File: src/rtl/traffic_pkg.sv
// Shared types for the traffic_control sandbox: lamp encoding and controller states.
package traffic_pkg;

  localparam logic [1:0] LIGHT_GREEN  = 2'b00;
  localparam logic [1:0] LIGHT_YELLOW = 2'b01;
  localparam logic [1:0] LIGHT_RED    = 2'b10;

  typedef enum logic [1:0] {
    S_GREEN,
    S_YELLOW,
    S_ALLRED,
    S_WALK
  } state_e;

endpackage

File: src/rtl/rr_next_dir.sv
// Combinational round-robin finder: first approach with demand after active_dir,
// wrapping, with active_dir itself checked last; keeps active_dir if nobody waits.
module rr_next_dir #(
  parameter int unsigned N_DIR = 4,
  parameter int unsigned DIR_W = $clog2(N_DIR)
) (
  input  logic [N_DIR-1:0] sensor,
  input  logic [DIR_W-1:0] active_dir,
  output logic [DIR_W-1:0] next_dir
);

  logic        found;
  int unsigned idx;

  always_comb begin
    next_dir = active_dir;
    found    = 1'b0;
    idx      = 0;
    for (int unsigned k = 1; k <= N_DIR; k++) begin
      idx = (int'(active_dir) + k) % N_DIR;
      if (!found && sensor[idx]) begin
        found    = 1'b1;
        next_dir = DIR_W'(idx);
      end
    end
  end

endmodule

File: src/rtl/traffic_ctrl_n.sv
// N-approach round-robin traffic light controller with min/max green, yellow,
// all-red clearance and a latched pedestrian walk phase. All outputs registered.
module traffic_ctrl_n
  import traffic_pkg::*;
#(
  parameter int unsigned N_DIR      = 4,
  parameter int unsigned DIR_W      = $clog2(N_DIR),
  parameter int unsigned CNT_W      = 6,
  parameter int unsigned MIN_GREEN  = 8,
  parameter int unsigned MAX_GREEN  = 32,
  parameter int unsigned YELLOW_CYC = 3,
  parameter int unsigned ALLRED_CYC = 2,
  parameter int unsigned WALK_CYC   = 6
) (
  input  logic               clk,
  input  logic               reset,
  input  logic [N_DIR-1:0]   sensor,
  input  logic               ped_req,
  output logic [2*N_DIR-1:0] lights,
  output logic [DIR_W-1:0]   active_dir,
  output logic               ped_walk
);

  localparam logic [CNT_W-1:0] MinG   = CNT_W'(MIN_GREEN - 1);
  localparam logic [CNT_W-1:0] MaxG   = CNT_W'(MAX_GREEN - 1);
  localparam logic [CNT_W-1:0] YelEnd = CNT_W'(YELLOW_CYC - 1);
  localparam logic [CNT_W-1:0] RedEnd = CNT_W'(ALLRED_CYC - 1);
  localparam logic [CNT_W-1:0] WlkEnd = CNT_W'(WALK_CYC - 1);

  state_e             state_q, state_d;
  logic [CNT_W-1:0]   timer_q, timer_d;
  logic [DIR_W-1:0]   dir_q, dir_d;
  logic               ped_q, ped_d;
  logic [2*N_DIR-1:0] lights_q, lights_d;
  logic               walk_q, walk_d;

  logic [DIR_W-1:0]   next_dir;
  logic [N_DIR-1:0]   own_mask;
  logic               other_demand;

  rr_next_dir #(
    .N_DIR (N_DIR),
    .DIR_W (DIR_W)
  ) u_rr (
    .sensor     (sensor),
    .active_dir (dir_q),
    .next_dir   (next_dir)
  );

  assign own_mask     = N_DIR'(1) << dir_q;
  assign other_demand = (|(sensor & ~own_mask)) | ped_q;

  always_comb begin
    state_d = state_q;
    dir_d   = dir_q;
    unique case (state_q)
      S_GREEN: begin
        if (timer_q >= MinG && other_demand && (!sensor[dir_q] || timer_q >= MaxG)) begin
          state_d = S_YELLOW;
        end
      end
      S_YELLOW: begin
        if (timer_q == YelEnd) state_d = S_ALLRED;
      end
      S_ALLRED: begin
        if (timer_q == RedEnd) begin
          if (ped_q) begin
            state_d = S_WALK;
          end else begin
            state_d = S_GREEN;
            dir_d   = next_dir;
          end
        end
      end
      S_WALK: begin
        if (timer_q == WlkEnd) begin
          state_d = S_GREEN;
          dir_d   = next_dir;
        end
      end
      default: state_d = S_ALLRED;
    endcase

    if (state_d != state_q) begin
      timer_d = '0;
    end else if (state_q == S_GREEN && timer_q == MaxG) begin
      timer_d = timer_q;
    end else begin
      timer_d = timer_q + 1'b1;
    end

    // Entering WALK consumes the request, even against a same-cycle press.
    if (state_d == S_WALK && state_q != S_WALK) begin
      ped_d = 1'b0;
    end else begin
      ped_d = ped_q | ped_req;
    end
  end

  // Outputs are decoded from next state so the registered lamps track the FSM.
  always_comb begin
    lights_d = '0;
    for (int unsigned i = 0; i < N_DIR; i++) begin
      if (dir_d == DIR_W'(i) && state_d == S_GREEN) begin
        lights_d[2*i +: 2] = LIGHT_GREEN;
      end else if (dir_d == DIR_W'(i) && state_d == S_YELLOW) begin
        lights_d[2*i +: 2] = LIGHT_YELLOW;
      end else begin
        lights_d[2*i +: 2] = LIGHT_RED;
      end
    end
    walk_d = (state_d == S_WALK);
  end

  always_ff @(posedge clk or negedge reset) begin
    if (!reset) begin
      state_q  <= S_ALLRED;
      timer_q  <= '0;
      dir_q    <= '0;
      ped_q    <= 1'b0;
      lights_q <= {N_DIR{LIGHT_RED}};
      walk_q   <= 1'b0;
    end else begin
      state_q  <= state_d;
      timer_q  <= timer_d;
      dir_q    <= dir_d;
      ped_q    <= ped_d;
      lights_q <= lights_d;
      walk_q   <= walk_d;
    end
  end

  assign lights     = lights_q;
  assign active_dir = dir_q;
  assign ped_walk   = walk_q;

endmodule

File: config.mk
export PLATFORM = sky130hd
export DESIGN_NAME = traffic_ctrl_n
export DESIGN_NICKNAME = d
export VERILOG_FILES = /design/src/rtl/traffic_pkg.sv /design/src/rtl/rr_next_dir.sv /design/src/rtl/traffic_ctrl_n.sv
export SDC_FILE = /design/constraint.sdc
export NUM_CORES = 1
export LEC_CHECK = 0
export CAP_MARGIN = 5
export CORE_MARGIN = 2
export CORE_UTILIZATION = 55
export CTS_BUF_LIST = sky130_fd_sc_hd__clkbuf_8
export DETAILED_ROUTE_END_ITERATION = 8
export GPL_TIMING_DRIVEN = 0
export PLACE_DENSITY = 0.77
export SYNTH_ARGS = -nofsm -noshare
export SYNTH_HDL_FRONTEND = slang
export SYNTH_HIERARCHICAL = 1
export SYNTH_SLANG_ARGS = --single-unit
File: constraint.sdc
create_clock -name clk -period 1.9 [get_ports clk]
set_input_delay 0.57 -clock clk [delete_from_list [all_inputs] [get_ports clk]]
set_output_delay 0.57 -clock clk [all_outputs]
set_load 0.03 [all_outputs]
==> results of run 1 <==
-- registers in the layout, indices dropped and copies added (netlist names) --
name	count
active_dir	2
timer_q	6
ped_q	1
state_q	2
ped_walk	1
lights	8
-- placed cells by master, fill, tap and decap left out, types with 3 or more instances in the layout --
master,synthesis,layout
inv_1,6,6
clkdlybuf4s50_1,0,7
clkbuf_8,0,3
dlygate4sd2_1,0,10
mux2i_1,4,4
nor3_1,9,8
o21ai_0,4,4
dfrtp_1,15,14
a21oi_1,3,3
nand3_1,4,4
dfstp_2,5,5
nor2_1,8,8
ha_1,3,3
buf_4,2,5
nand2_1,4,4
-- routing by layer --
metal  track usage (%)  vias up  wire (um)
met5                 0        -          0
met4             11.11        0         52
met3             1.818        4         83
met2             35.56       23       1177
met1             28.80      436       1072
li1                  -      445          -
-- power by group through the flow --
| stage | clock network (mW) | registers [mW] | logic, mW |
|---|---|---|---|
| floorplan | 0 | 0.918 | 0.809 |
| global placement | 0 | 0.765 | 1.29 |
| detailed placement | 0 | 0.776 | 1.31 |
| CTS | 0.433 | 0.766 | 1.34 |
| global route | 0.455 | 0.801 | 1.57 |
| finish | 0.433 | 0.774 | 1.44 |
-- final cells by class --
| cell class | count | area share, % |
|---|---|---|
| tap | 27 | 2.294 |
| sequential | 20 | 34.49 |
| inverter | 6 | 1.529 |
| clock buffer | 3 | 2.804 |
| timing repair buffer | 20 | 12.23 |
| multi-input combinational | 79 | 42.91 |
| buffer | 4 | 1.699 |
| clock inverter | 1 | 2.039 |
-- cells by family after synthesis --
group / share of synthesized area [%]
adder cells (fa/ha/maj): 3.261
XOR/XNOR: 0.7610
flip-flops: 44.02
AO/OA/AOI/OAI: 16.30
buffers and inverters: 4.020
multiplexers: 6.739
AND/OR/NAND/NOR: 24.89
-- path summary, 6_finish.rpt --
path | slack (ns) | endpoint
max | 0.06 | lights[2]
min | 0.59 | ped_q$_DFF_PN0_
max reg2reg | 0.08 | lights[4]$_DFF_PN0_
min reg2reg | 0.59 | ped_q$_DFF_PN0_
max in group asynchronous | 0.50 | active_dir[0]$_DFF_PN0_
min in group asynchronous | 0.81 | lights[6]$_DFF_PN0_
-- per-stage QoR --
stage,TNS [ns],cells,instance area (um2),power [mW],setup slack (ns)
finish,0,160,1473,2.646,0.06044
global route,-0.04810,160,1473,2.826,-0.02914
CTS,0,159,1435,2.536,0.02367
detailed placement,-5.734,153,1355,2.082,-0.5112
global placement,-5.497,153,1355,2.059,-0.4848
floorplan,0,109,1151,1.727,0.04740
-- repair_timing --
action | 4_1_cts | 5_1_grt
setup buffers | 2 | 1
endpoints found under the hold margin | 0 | 0
pin swaps | 1 | 1
hold buffers | 0 | 0
resized for setup | 11 | 8
setup endpoints to repair | 17 | 12
==> results.sh, run 1 <==
export IMPL_hold_class="reg -> reg"
export IMPL_cp_startpoint="lights[2]$_DFF_PN0_"
export IMPL_end_kind="output pin"
export IMPL_regArea_um2=508.0
export IMPL_clock_sinks=20
export IMPL_cp_start_kind="flop"
export IMPL_power_density_nw_per_um2=1797
export IMPL_p_int_mw=1.534
export IMPL_setup_viol=0
export IMPL_synth_cells=109
export IMPL_switching_share_pct=42.03
export IMPL_p_leak_nw=0.6397
export IMPL_combPwrFrac_pct=54.4
export IMPL_drtIter0Drc=16
export IMPL_synth_area_per_cell_um2=10.56
export IMPL_clkPwrFrac_pct=16.4
export IMPL_crit_fanout=1
export IMPL_htreeDepth=1
export IMPL_grtUsageTotal_pct=21.75
export IMPL_num_io_pins=18
export IMPL_maxSlewViolCount=0
export IMPL_first_pass_iters=4
export IMPL_avgRoutedWirePerCell_um=14.91
export IMPL_max_freq_mhz=543.6
export IMPL_synth_ff_type="dfrtp_1"
export IMPL_multiInputGateArea_um2=631.9
export IMPL_crit_type="reg -> out"
export IMPL_final_nets=144
export IMPL_path_cells="clkdlybuf4s50_1"
export IMPL_fin_skew_ns=0.007486
export IMPL_ys_warn_count=6
export IMPL_critPathTopFamily="buffers and inverters"
export IMPL_status="finished clean"
export IMPL_grt_pass1_wl_um=4098
export IMPL_avgViaCountPerCell=5.675
export IMPL_synthDistinctLibCells=47
export IMPL_hold_violations=0
export IMPL_worstHoldStart="ped_q$_DFF_PN0_"
export IMPL_root_buffer="clkbuf_8"
export IMPL_rsz0062_at_grt="yes"
export IMPL_synth_seq_cells=20
export IMPL_die_h_um=49.75
export IMPL_irDropWorstVdd_v=0.001059
export IMPL_synth_edf_count=0
export IMPL_netlist_area_leader_share_pct=32.61
export IMPL_chipWidth_um=49.75
export IMPL_initial_core_util_pct=58.67
export IMPL_grt_max_degree=21
export IMPL_wl_um=2386
export IMPL_synth_common_cells="dfrtp_1, nor3_1, nor2_1"
export IMPL_max_stage_delay_ns=0.67
export IMPL_area_delta_synth_final_pct=27.93
export IMPL_row_count=16
export IMPL_synth_area_um2=1151
export IMPL_synth_area_leaders="dfrtp_1, dfstp_2, nor3_1"
export IMPL_drcViolationCount=0
export IMPL_place_congestion=0.8061
export IMPL_clk_pin_slew_ns=0.08
export IMPL_synth_nets=119
export IMPL_maxCapViolCount=0
export IMPL_required_ns=1.33
export IMPL_seq_power_share_pct=29.2
export IMPL_async_flop_share_pct=100.0
export IMPL_grt_pass1_vias=925
export IMPL_synth_top_area_cell="dfrtp_1"
export IMPL_fillers=160
export IMPL_antenna_cells=0
export IMPL_cts_buffer_depth=2
export IMPL_synth_seq_area_share_pct=44.02
export IMPL_yosysMostFrequentCell="dfrtp_1"
export IMPL_period_share_pct=96.82
export IMPL_cp_depth=1
export IMPL_globalRouteOverflowTotal=0
export IMPL_holdWs_ns=0.5890
export IMPL_ff2ff_path_depth=8
export IMPL_holdPathStages=1
export IMPL_dieArea_um2=2475
export IMPL_utilization_pct=75.06
export IMPL_vias=908
export IMPL_ant_nets=0
export IMPL_cts_buffers=3
export IMPL_drive_gt1_share_pct=25.56
export IMPL_portBuffers=17
export IMPL_dp_hpwl_um=1564
export IMPL_clock_latency_ns=0.26
export IMPL_tightestPinTransition_ns=0.8875
export IMPL_power_switching_mw=1.112
export IMPL_core_area_um2=1962
export IMPL_timing_slew_headroom_pct=40.65
export IMPL_cp_arrival_ns=1.27
export IMPL_period_minus_slack_ns=1.840
export IMPL_tritoncts="done"
export IMPL_reg2reg_from="timer_q[1]$_DFFE_PN0P_"
export IMPL_crit_slowest_cell="clkdlybuf4s50_1"
export IMPL_antenna_found_initial=0
export IMPL_cp_num_buf_inv=1
Power figures use the tool's default switching activity.
==> inputs of run 2 (changes only) <==
--- a/config.mk
+++ b/config.mk
@@ -7,11 +7,11 @@
 export LEC_CHECK = 0
 export CAP_MARGIN = 5
 export CORE_MARGIN = 2
-export CORE_UTILIZATION = 55
+export CORE_UTILIZATION = 49
 export CTS_BUF_LIST = sky130_fd_sc_hd__clkbuf_8
 export DETAILED_ROUTE_END_ITERATION = 8
 export GPL_TIMING_DRIVEN = 0
-export PLACE_DENSITY = 0.77
+export PLACE_DENSITY = 0.73
 export SYNTH_ARGS = -nofsm -noshare
 export SYNTH_HDL_FRONTEND = slang
 export SYNTH_HIERARCHICAL = 1
==> constraint.sdc (replaced) <==
create_clock -name clk -period 1.6 [get_ports clk]
set_input_delay 0.48 -clock clk [delete_from_list [all_inputs] [get_ports clk]]
set_output_delay 0.48 -clock clk [all_outputs]
set_load 0.03 [all_outputs]
==> results.sh, run 2 (synthesis gave the netlist of run 1 again) <==
export IMPL_cp_num_buf_inv=2
export IMPL_violations="setup timing"
export IMPL_first_pass_iters=4
export IMPL_place_congestion=0.7520
export IMPL_hold_violations=0
export IMPL_p_leak_nw=0.7105
export IMPL_grt_pass1_vias=914
export IMPL_cp_arrival_ns=2.03
export IMPL_utilization_pct=72.51
export IMPL_cp_depth=8
export IMPL_grtUsageTotal_pct=19.67
export IMPL_fillers=157
export IMPL_rsz0062_at_grt="yes"
export IMPL_grt_pass1_wl_um=4008
export IMPL_max_freq_mhz=544.1
export IMPL_status="finished with violations"
export IMPL_timing_slew_headroom_pct=41.12
export IMPL_antenna_found_initial=0
export IMPL_drtIter0Drc=12
export IMPL_die_h_um=52.47
export IMPL_maxCapViolCount=0
export IMPL_cp_startpoint="timer_q[1]$_DFFE_PN0P_"
export IMPL_cts_buffers=3
export IMPL_drive_gt1_share_pct=39.72
export IMPL_maxSlewViolCount=0
export IMPL_crit_type="reg -> reg"
export IMPL_layout_common_cells="dfrtp_1, buf_4, nor2_1, clkdlybuf4s15_2, inv_1"
export IMPL_area_delta_synth_final_pct=39.35
export IMPL_portBuffers=17
export IMPL_vias=925
export IMPL_setup_viol=17
export IMPL_chipWidth_um=52.47
export IMPL_avgViaCountPerCell=5.473
export IMPL_irDropWorstVdd_v=0.001551
export IMPL_max_stage_delay_ns=0.41
export IMPL_r2r_end="lights[0]$_DFF_PN0_"
export IMPL_antenna_cells=0
export IMPL_period_share_pct=114.9
export IMPL_fin_ws_ns=-0.2378
export IMPL_r2r_slack_ns=-0.24
export IMPL_pre_cts_slack_ns=-0.7151
export IMPL_tightestPinTransition_ns=0.8805
export IMPL_globalRouteOverflowTotal=0
export IMPL_cp_start_kind="flop"
export IMPL_clock_sinks=20
export IMPL_htreeDepth=1
export IMPL_ant_nets=0
export IMPL_core_area_um2=2212
export IMPL_initial_core_util_pct=52.04
export IMPL_root_buffer="clkbuf_8"
export IMPL_critPathTopFamily="simple AND/OR/NAND/NOR gates"
export IMPL_end_kind="flop"
export IMPL_drcViolationCount=0
export IMPL_final_common_cell="dfrtp_1"
export IMPL_ff2ff_path_depth=8
export IMPL_required_ns=1.80
export IMPL_largest_reg_flops=8
export IMPL_clock_latency_ns=0.26
export IMPL_dp_hpwl_um=1591
export IMPL_wl_um=2458
export IMPL_clk_pin_slew_ns=0.08
export IMPL_finalPower_mw=3.399
export IMPL_power_density_nw_per_um2=2119
export IMPL_cts_buffer_depth=2
export IMPL_ctsHoldBuffers=0
export IMPL_num_io_pins=18
export IMPL_hold_class="reg -> reg"
export IMPL_crit_end="lights[0]$_DFF_PN0_"
export IMPL_crit_fanout=5
export IMPL_dieArea_um2=2753
export IMPL_path_cells="inv_1 -> ha_2 -> nor4b_4 -> buf_4 -> o211ai_4 -> mux2_4 -> nand2b_4 -> nor2_2"
export IMPL_grt_max_degree=21
export IMPL_period_minus_slack_ns=1.838
export IMPL_row_count=17
export IMPL_holdWs_ns=0.6170
export IMPL_reg2reg_from="timer_q[1]$_DFFE_PN0P_"
export IMPL_avgRoutedWirePerCell_um=14.54
export IMPL_tritoncts="done"
export IMPL_crit_slowest_cell="dfrtp_1"
export IMPL_final_nets=152
export IMPL_fin_skew_ns=0.001367
run 2: cell types whose count changed in the layout (fill, tap and decap cells not counted), moves of 2 or more:
cell,change
clkdlybuf4s15_1,+2
dlygate4sd2_1,-5
clkdlybuf4s15_2,+7
nor3_2,+2
nor3_1,-3
clkdlybuf4s50_1,-5
buf_4,+7
run 2: worst register-to-register path: stages, from the launching register on:
cell and delay [ns]:
dfrtp_1 0.41, inv_1 0.07, ha_2 0.16, nor4b_4 0.28, buf_4 0.19, o211ai_4 0.09
mux2_4 0.35, nand2b_4 0.15, nor2_2 0.08
run 2: worst min path at each step:
stage	start	endpoint	slack, ns	cells past startpoint
2_1_floorplan	reset	active_dir[0]$_DFF_PN0_	0.18	0
4_1_cts	active_dir[1]$_DFF_PN0_	active_dir[1]$_DFF_PN0_	0.60	2
3_5_place_dp	active_dir[1]$_DFF_PN0_	active_dir[1]$_DFF_PN0_	0.59	2
5_1_grt	active_dir[1]$_DFF_PN0_	active_dir[1]$_DFF_PN0_	0.64	2
6_report	ped_q$_DFF_PN0_	ped_q$_DFF_PN0_	0.62	1
3_3_place_gp	ped_q$_DFF_PN0_	ped_q$_DFF_PN0_	0.55	1
run 2: what timing repair did:
item / in CTS / in global routing
pin swaps: 6 / 5
setup endpoints to repair: 27 / 19
setup buffers: 7 / 4
gates resized for setup: 40 / 9
run 2: layout make-up:
cell class                      count  area (um2)  share of cell area [%]
Clock inverter                      1       30.03                   1.872
Tap cell                           28       35.03                   2.184
Inverter                            6       22.52                   1.404
Multi-Input combinational cell     79       685.7                   42.75
Sequential cell                    20       509.2                   31.75
Clock buffer                        3       41.29                   2.574
Timing Repair Buffer               28       246.5                   15.37
Buffer                              4       33.78                   2.106
run 2: report_power, final:
part	internal (mW)	switching, mW	total (mW)	leakage [nW]
Sequential	0.737	0.177	0.914	0.242
Combinational	0.913	1.06	1.98	0.433
Clock	0.334	0.175	0.509	0.0357
run 2: per-layer routing:
metal | up-vias | part of all wire (%) | track usage (%)
li1 | 461 | - | -
met1 | 442 | 51 | 28.57
met2 | 20 | 45 | 30.21
met3 | 2 | 3.6 | 3.143
met4 | 0 | 0.37 | 5.556
met5 | - | 0 | 0
run 2: stage by stage:
step	cells	cell area (um2)	TNS, ns
after floorplan	109	1167	-0.7670
after global placement	154	1373	-8.715
after detailed placement	154	1373	-9.460
after CTS	165	1538	-1.883
after global routing	169	1604	-4.986
final	169	1604	-2.645
==> inputs of run 3 (changes only) <==
--- a/config.mk
+++ b/config.mk
@@ -7,11 +7,12 @@
 export LEC_CHECK = 0
 export CAP_MARGIN = 5
 export CORE_MARGIN = 2
-export CORE_UTILIZATION = 49
-export CTS_BUF_LIST = sky130_fd_sc_hd__clkbuf_8
+export CORE_UTILIZATION = 47
+export CTS_BUF_LIST = sky130_fd_sc_hd__clkbuf_16
 export DETAILED_ROUTE_END_ITERATION = 8
 export GPL_TIMING_DRIVEN = 0
-export PLACE_DENSITY = 0.73
+export PLACE_DENSITY = 0.7
+export SETUP_SLACK_MARGIN = 0.15
 export SYNTH_ARGS = -nofsm -noshare
 export SYNTH_HDL_FRONTEND = slang
 export SYNTH_HIERARCHICAL = 1
==> results.sh, run 3 (synthesis gave the netlist of run 1 again) <==
export IMPL_fin_tns_setup_ns=-2.641
export IMPL_row_count=17
export IMPL_tightestPinTransition_ns=0.8784
export IMPL_pre_cts_slack_ns=-0.6742
export IMPL_wl_um=2897
export IMPL_cp_arrival_ns=2.03
export IMPL_hold_class="in -> async"
export IMPL_antenna_found_initial=0
export IMPL_portBuffers=17
export IMPL_crit_type="reg -> reg"
export IMPL_cts_buffer_depth=2
export IMPL_max_freq_mhz=533.3
export IMPL_first_pass_iters=4
export IMPL_ant_nets=0
export IMPL_hold_violations=0
export IMPL_tritoncts="done"
export IMPL_drcViolationCount=0
export IMPL_final_nets=153
export IMPL_clock_latency_ns=0.26
export IMPL_place_congestion=0.8066
export IMPL_core_area_um2=2255
export IMPL_cts_buffers=3
export IMPL_violations="setup timing"
export IMPL_avgRoutedWirePerCell_um=17.04
export IMPL_globalRouteOverflowTotal=0
export IMPL_vias=1010
export IMPL_area_delta_synth_final_pct=46.30
export IMPL_power_density_nw_per_um2=2313
export IMPL_drtIter0Drc=23
export IMPL_fillers=159
export IMPL_end_kind="flop"
export IMPL_fin_skew_ns=0.005305
export IMPL_final_common_cell="dfrtp_1"
export IMPL_die_h_um=53.49
export IMPL_period_minus_slack_ns=1.875
export IMPL_largest_reg_flops=8
export IMPL_grt_pass1_vias=891
export IMPL_clk_pin_slew_ns=0.06
export IMPL_initial_core_util_pct=51.05
export IMPL_irDropWorstVdd_v=0.001624
export IMPL_setup_viol=16
export IMPL_utilization_pct=74.69
export IMPL_clock_sinks=20
export IMPL_grt_pass1_wl_um=3884
export IMPL_dp_cells=154
export IMPL_postLayoutCellArea_um2=1684
export IMPL_chipWidth_um=53.49
export IMPL_htreeDepth=1
export IMPL_holdWs_ns=0.3327
export IMPL_dp_hpwl_um=1615
export IMPL_grtUsageTotal_pct=18.99
export IMPL_place_area_um2=1385
export IMPL_fin_cells=170
export IMPL_drive_gt1_share_pct=46.48
export IMPL_antenna_cells=0
export IMPL_maxCapViolCount=0
export IMPL_fin_ws_ns=-0.2753
export IMPL_timing_slew_headroom_pct=41.35
export IMPL_avgViaCountPerCell=5.941
export IMPL_layout_common_cells="dfrtp_1, buf_4, nor2_1, clkdlybuf4s15_1"
export IMPL_maxSlewViolCount=0
export IMPL_dieArea_um2=2861
export IMPL_num_io_pins=18
export IMPL_root_buffer="clkbuf_16"
export IMPL_crit_fanout=6
export IMPL_rsz0062_at_grt="yes"
export IMPL_required_ns=1.76
export IMPL_period_share_pct=117.2
export IMPL_finalPower_mw=3.896
export IMPL_grt_max_degree=21
export IMPL_status="finished with violations"
export IMPL_cp_start_kind="flop"
export IMPL_p_leak_nw=0.7348
-- run 3: cell type report --
class / instances / area [um2] / share of cell area [%]
plain buffers: 4 / 33.78 / 2.006
clock buffers: 3 / 75.07 / 4.458
clock inverters: 1 / 30.03 / 1.783
inverters: 6 / 22.52 / 1.337
multi-input cells: 79 / 732.0 / 43.46
flip-flops and latches: 20 / 509.2 / 30.24
well taps: 28 / 35.03 / 2.080
repair buffers: 29 / 246.5 / 14.64
-- run 3: per-layer routing --
metal | GRT usage [%] | wire (um) | up-vias | part of all wire (%)
met4 | 7.692 | 109 | 0 | 3.8
met1 | 26.30 | 1226 | 496 | 42
met5 | 0 | 0 | - | 0
li1 | - | - | 466 | -
met2 | 29.01 | 1440 | 36 | 50
met3 | 3.390 | 121 | 12 | 4.2
-- run 3: critical path: stages (launching register included) --
cell and delay (ns):
dfrtp_1 0.46, nor3_2 0.30, nand4b_1 0.28, a32oi_4 0.35, nor3_4 0.08, buf_12 0.14
a2111oi_4 0.17
-- run 3: final timing paths --
path / cells after the start / to / slack (ns) / from
max: 6 / timer_q[1]$_DFFE_PN0P_ / -0.28 / timer_q[4]$_DFFE_PN0P_
min: 1 / timer_q[3]$_DFFE_PN0P_ / 0.33 / reset
min reg2reg: 1 / ped_q$_DFF_PN0_ / 0.63 / ped_q$_DFF_PN0_
max reg2reg: 6 / timer_q[1]$_DFFE_PN0P_ / -0.28 / timer_q[4]$_DFFE_PN0P_
min in group clk: 1 / ped_q$_DFF_PN0_ / 0.63 / ped_q$_DFF_PN0_
max in group asynchronous: 1 / active_dir[0]$_DFF_PN0_ / 0.66 / reset
-- run 3: what timing repair did --
item | CTS | global route
endpoints found under the setup margin | 30 | 26
endpoints found under the hold margin | 0 | 0
buffers inserted | 8 | 4
pin swaps | 6 | 7
hold buffers | 0 | 0
gates resized for setup | 55 | 24
-- run 3: where the power goes --
group          internal [mW]  leakage, nW  switching (mW)
clock network          0.496       0.0511           0.192
logic                   1.06        0.442            1.23
registers              0.738        0.242           0.181
total                   2.30        0.735            1.60
==> RTL edit 1: new RTL, settings of run 1 <==
`N_DIR` is set to 4 in 2 places; all go to 8.
--- a/src/rtl/rr_next_dir.sv
+++ b/src/rtl/rr_next_dir.sv
@@ -3,3 +3,3 @@
 module rr_next_dir #(
-  parameter int unsigned N_DIR = 4,
+  parameter int unsigned N_DIR = 8,
   parameter int unsigned DIR_W = $clog2(N_DIR)
--- a/src/rtl/traffic_ctrl_n.sv
+++ b/src/rtl/traffic_ctrl_n.sv
@@ -5,3 +5,3 @@
 #(
-  parameter int unsigned N_DIR      = 4,
+  parameter int unsigned N_DIR      = 8,
   parameter int unsigned DIR_W      = $clog2(N_DIR),
Ports: changed (resized active_dir, lights and sensor); port bits go from 18 to 31. No check against the original RTL was run, so the function may have changed too.
==> RTL edit 1 against run 1 <==
- the flow now finishes with violations (setup timing)
- highest routed layer unchanged
- area after synthesis is 120% higher
- sequential share of layout area is 13 points lower
- cell area is 130% higher
- final cell count is 120% higher
- sequential cell count is 9 higher
- via count grew to 2.5 times the old value
- total power is 76% higher
- worst setup slack worse by 1.6 ns
- critical endpoint is now lights[4]
- wire length grew to 2.8 times the old value
==> RTL edit 1: results (changes against run 1) <==
Outcome = finished, violations left
Failing checks = setup timing
Slowest library cell on the worst path = mux4_2
Reg2Reg Depth = 14 (+6)
DRT iter0 DRCs = 211 (+195)
Register area share after synthesis = 29.6% (-14 points)
Hold WC Path Type = input port to asynchronous set/reset pin
Crit path max fanout = 6 (+5)
IO buf count = 30 (+13)
Clk_skew = 0.00359 ns (-0.00390 ns)
Layout Cells excl Fill = 358 (+120%)
Total Wirelength = 6710 um (+180%)
H-tree depth = 2 (+1)
Synth top cells by count = 21 x nand2_1, 20 x dfrtp_1, 19 x a21oi_1, 19 x nor2_1, 12 x mux2i_1
Fin Setup TNS = -27.26 ns (-27.26 ns)
Share of cells above drive strength 1 = 41.5% (+16 points)
Largest net degree at the start of global routing = 30 (+43%)
Pre-CTS WS = -1.80 ns (-1.29 ns)
RD Place Congestion = 0.847 (+5.1%)
Worst skew pair latency = 0.29 ns (+0.03 ns)
Placed cell count = 327 (+110%)
Via density = 6.34 (+12%)
Setup Viol. Count Final = 26 (+26)
Compound-Gate Fraction of Synth Area = 20.5% (+4.2 points)
Synth area leaders = dfrtp_1 20%, dfstp_2 9.5%, mux4_2 8.1%
WP data arrival = 3.65 ns (+2.38 ns)
Fillers = 304 (+90%)
Post-synthesis adder-cell area fraction = 2.51% (-0.75 points)
CP delay by family, top = multiplexers
Tot GR Track Use = 26.5% (+4.7 points)
Leak Pwr = 0.00146 uW (+130%)
Delay of the slowest critical-path stage = 0.56 ns (-0.11 ns)
Worst Max-Slew Pin Slew = 0.649 ns (-0.239 ns)
Post-synthesis mux area share = 20.8% (+14 points)
Synth Area in XOR/XNOR = 2.11% (+1.4 points)
Syn nets = 261 (+120%)
Layout net count = 321 (+120%)
Detailed placement HPWL = 4040 um (+160%)
Worst setup margin = -1.54 ns (-1.60 ns)
First-pass GRT wire length = 10600 um (+160%)
==> RTL edit 1: where the power goes <==
part	internal [uW]	switching [uW]	total, uW
combinational	1560	1820	3390
clock	252	256	508
sequential	716	41.2	757
total	2530	2120	4650
==> RTL edit 1: final timing paths <==
check / end / slack (ns) / startpoint
setup / recovery: lights[4] / -1.54 / active_dir[1]
hold / removal: lights[6] / 0.30 / reset
setup reg to reg: lights[4] / -1.54 / active_dir[1]
hold reg to reg: ped_q / 0.57 / ped_q
max in group asynchronous: active_dir[0] / 1.14 / reset
min in group clk: ped_q / 0.57 / ped_q
==> RTL edit 1: layout make-up <==
cell class / instances / area share, %
clock buffers: 5 / 2.04
plain buffers: 13 / 4.16
multi-input cells: 194 / 53.4
flip-flops and latches: 29 / 21.9
repair buffers: 53 / 14.6
clock inverters: 3 / 0.520
well taps: 52 / 1.93
inverters: 9 / 1.37
==> RTL edit 1: what timing repair did <==
action,4_1_cts,5_1_grt
buffers inserted,16,6
endpoints found under the setup margin,39,27
hold buffers,0,0
gates cloned,1,0
pin swaps,13,8
resized for setup,50,15
==> RTL edit 1: cell families after synthesis <==
kind of cell             Yosys count
AO/OA/AOI/OAI                     62
flip-flops                        29
AND/OR/NAND/NOR                   83
XOR/XNOR                           6
adder cells (fa/ha/maj)            5
multiplexers                      38
buffers and inverters             22
==> RTL edit 1: layer usage <==
metal	track usage [%]	routed length [um]	part of all wire, %	vias to the layer above
met4	11.9	170	2.5	0
met3	4.78	461	6.9	24
met1	36.7	2790	42	1108
li1	-	-	-	1046
met2	40.7	3280	49	93
met5	0	0	0	-
==> RTL edit 1: per-stage QoR <==
step,area [um2],power (uW),hold slack (ns)
floorplan,2560,2890,0.274
global placement,2930,3400,0.541
detailed placement,2930,3440,0.562
CTS,3270,4270,0.568
global route,3370,4910,0.358
finish,3370,4650,0.300
==> RTL edit 2: new RTL, flow settings as in run 1 <==
Without the edit above. Make the reset (`reset`) synchronous in one clocked block.
--- a/src/rtl/traffic_ctrl_n.sv
+++ b/src/rtl/traffic_ctrl_n.sv
@@ -114,3 +114,3 @@
 
-  always_ff @(posedge clk or negedge reset) begin
+  always_ff @(posedge clk) begin
     if (!reset) begin
Function: differs if reset is asserted again (counterexample within 4 cycles, from zero or initial values and one cycle with reset low); with reset held inactive, the same outputs for 10 cycles.
==> RTL edit 2 against run 1 <==
- hold slack got worse by 0.029 ns
- die area decreased by 4.4%
- global-route usage decreased by 0.051 points
- worst setup slack got worse by 0.012 ns
- area after synthesis decreased by 4.8%
- wire length increased by 15%
- utilization increased by 3.8 points
- sequential cell count unchanged
- clock skew increased by 0.00086 ns
- sequential share of layout area decreased by 7.5 points
- cell area increased by 3.0%
Power is not compared: it rests on default switching activity, and its combinational part moved more than twofold at a synthesized area within 25%.
==> RTL edit 2: results (changes against run 1) <==
RR Endpoint = timer_q[1]
FF-to-FF setup slack = 0.05 ns (-0.03 ns)
Internal power component = 959 uW
Syn Area/Cell = 9.21 um2 (-13%)
Layout Cells excl Fill = 175 (+9.4%)
Delay of the slowest critical-path stage = 0.44 ns (-0.23 ns)
Number of flip-flops in the largest register = 8 (unchanged)
Syn nets = 129 (+8.4%)
Tot GR Track Use = 21.7% (-0.051 points)
DRT iter0 DRCs = 32 (+16)
Reg2Reg Depth = 5 (-3)
CP delay by family, top = compound AO/OA/AOI/OAI gates
Detailed placement HPWL = 1670 um (+6.7%)
First-pass GRT wire length = 4030 um (-1.7%)
Slowest library cell on the worst path = dfxtp_4
Vias in the first global route = 941 (+1.7%)
Clock root buffer = clkbuf_8
ANT cells = 0 (unchanged)
RD Place Congestion = 0.761 (-5.6%)
Worst skew pair latency = 0.26 ns (about the same)
Hold endpoint = timer_q[1]
Register area share after synthesis = 36.5% (-7.5 points)
Outcome = finished clean
Share of cells above drive strength 1 = 26.4% (+0.79 points)
IO buf count = 17 (unchanged)
Slew HR = 65.2% (+25 points)
Crit path max fanout = 13 (+12)
Total power = 1410 uW
Ys async rst share = 0% (-100 points)
Pre-CTS WS = -0.591 ns (-0.0802 ns)
Ys flop type = dfxtp_1
Initial antenna violation count = 0 (unchanged)
Combinational cell power = 467 uW
Clk_skew = 0.00834 ns (+0.000856 ns)
HP Start = timer_q[1]
Synth area leaders = dfxtp_1 37%, mux2i_1 5.5%, o211a_1 4.6%
Worst-case hold slack = 0.560 ns (-0.0286 ns)
Total Wirelength = 2730 um (+15%)
Hold WC Path Type = flip-flop to flip-flop
Synth top cells by count = 20 x dfxtp_1, 8 x nor2_1, 7 x nand2_1
Via density = 5.69 (+0.29%)
Fillers = 141 (-12%)
Area after DPL = 0.00130 mm2 (-4.0%)
Largest net degree at the start of global routing = 14 (-33%)
WP data arrival = 2.05 ns (+0.78 ns)
TritonCTS Buffers = 3 (unchanged)
Clock Pin Slew Worst Setup and Hold Paths = 0.08 ns (about the same)
Placed cell count = 163 (+6.5%)
RR Startpoint = active_dir[0]
Synth cell types = 43 (-8.5%)
## RTL edit 2: cell count changes after synthesis, sizes merged, moves of 3 or more
cell,run 1,this run
o211ai,1,4
dfstp,5,0
nor3,10,5
dfxtp,0,20
o211a,0,5
dfrtp,15,0
nor2b,2,5
nand2,4,7
## RTL edit 2: area by class of cell
class | count | area, um2 | share of cell area, %
Tap cell | 27 | 33.8 | 2.23
Multi-Input combinational cell | 90 | 752 | 49.6
Timing Repair Buffer | 24 | 208 | 13.7
Inverter | 4 | 15.0 | 0.990
Sequential cell | 20 | 409 | 27.0
Buffer | 6 | 27.5 | 1.82
Clock buffer | 3 | 41.3 | 2.72
Clock inverter | 1 | 30.0 | 1.98
## RTL edit 2: timing repair
action / in CTS / in global routing
gates resized for setup: 19 / 17
pin swaps: 5 / 8
cloned: 0 / 1
buffers inserted: 0 / 9
endpoints found under the setup margin: 17 / 9
## RTL edit 2: logic make-up after synthesis
kind of cell,share of synthesized area [%]
and+or+nand+nor,27.9
AOI/OAI and AO/OA,19.7
DFF,36.5
buffers and inverters,3.77
muxes,7.88
adders and majority gates,3.43
xor gates and xnor gates,0.799
## RTL edit 2: worst max path at each step
stage                        startpoint    endpoint  slack [ns]  cells after the start
after CTS                     sensor[3]  timer_q[1]       0.003                      5
after global routing      active_dir[1]   lights[0]       -0.05                      7
after global placement        sensor[3]    ped_walk       -0.57                      5
after detailed placement      sensor[3]  timer_q[2]       -0.59                      5
after floorplan           active_dir[1]  timer_q[2]       0.002                      5
final                     active_dir[0]  timer_q[1]        0.05                      5
## RTL edit 2: routing by layer
metal	track usage (%)	vias up	wire length [um]
li1	-	498	-
met1	25.2	472	1220
met2	38.6	16	1370
met3	4.01	10	73
met4	9.52	0	70
met5	0	-	0
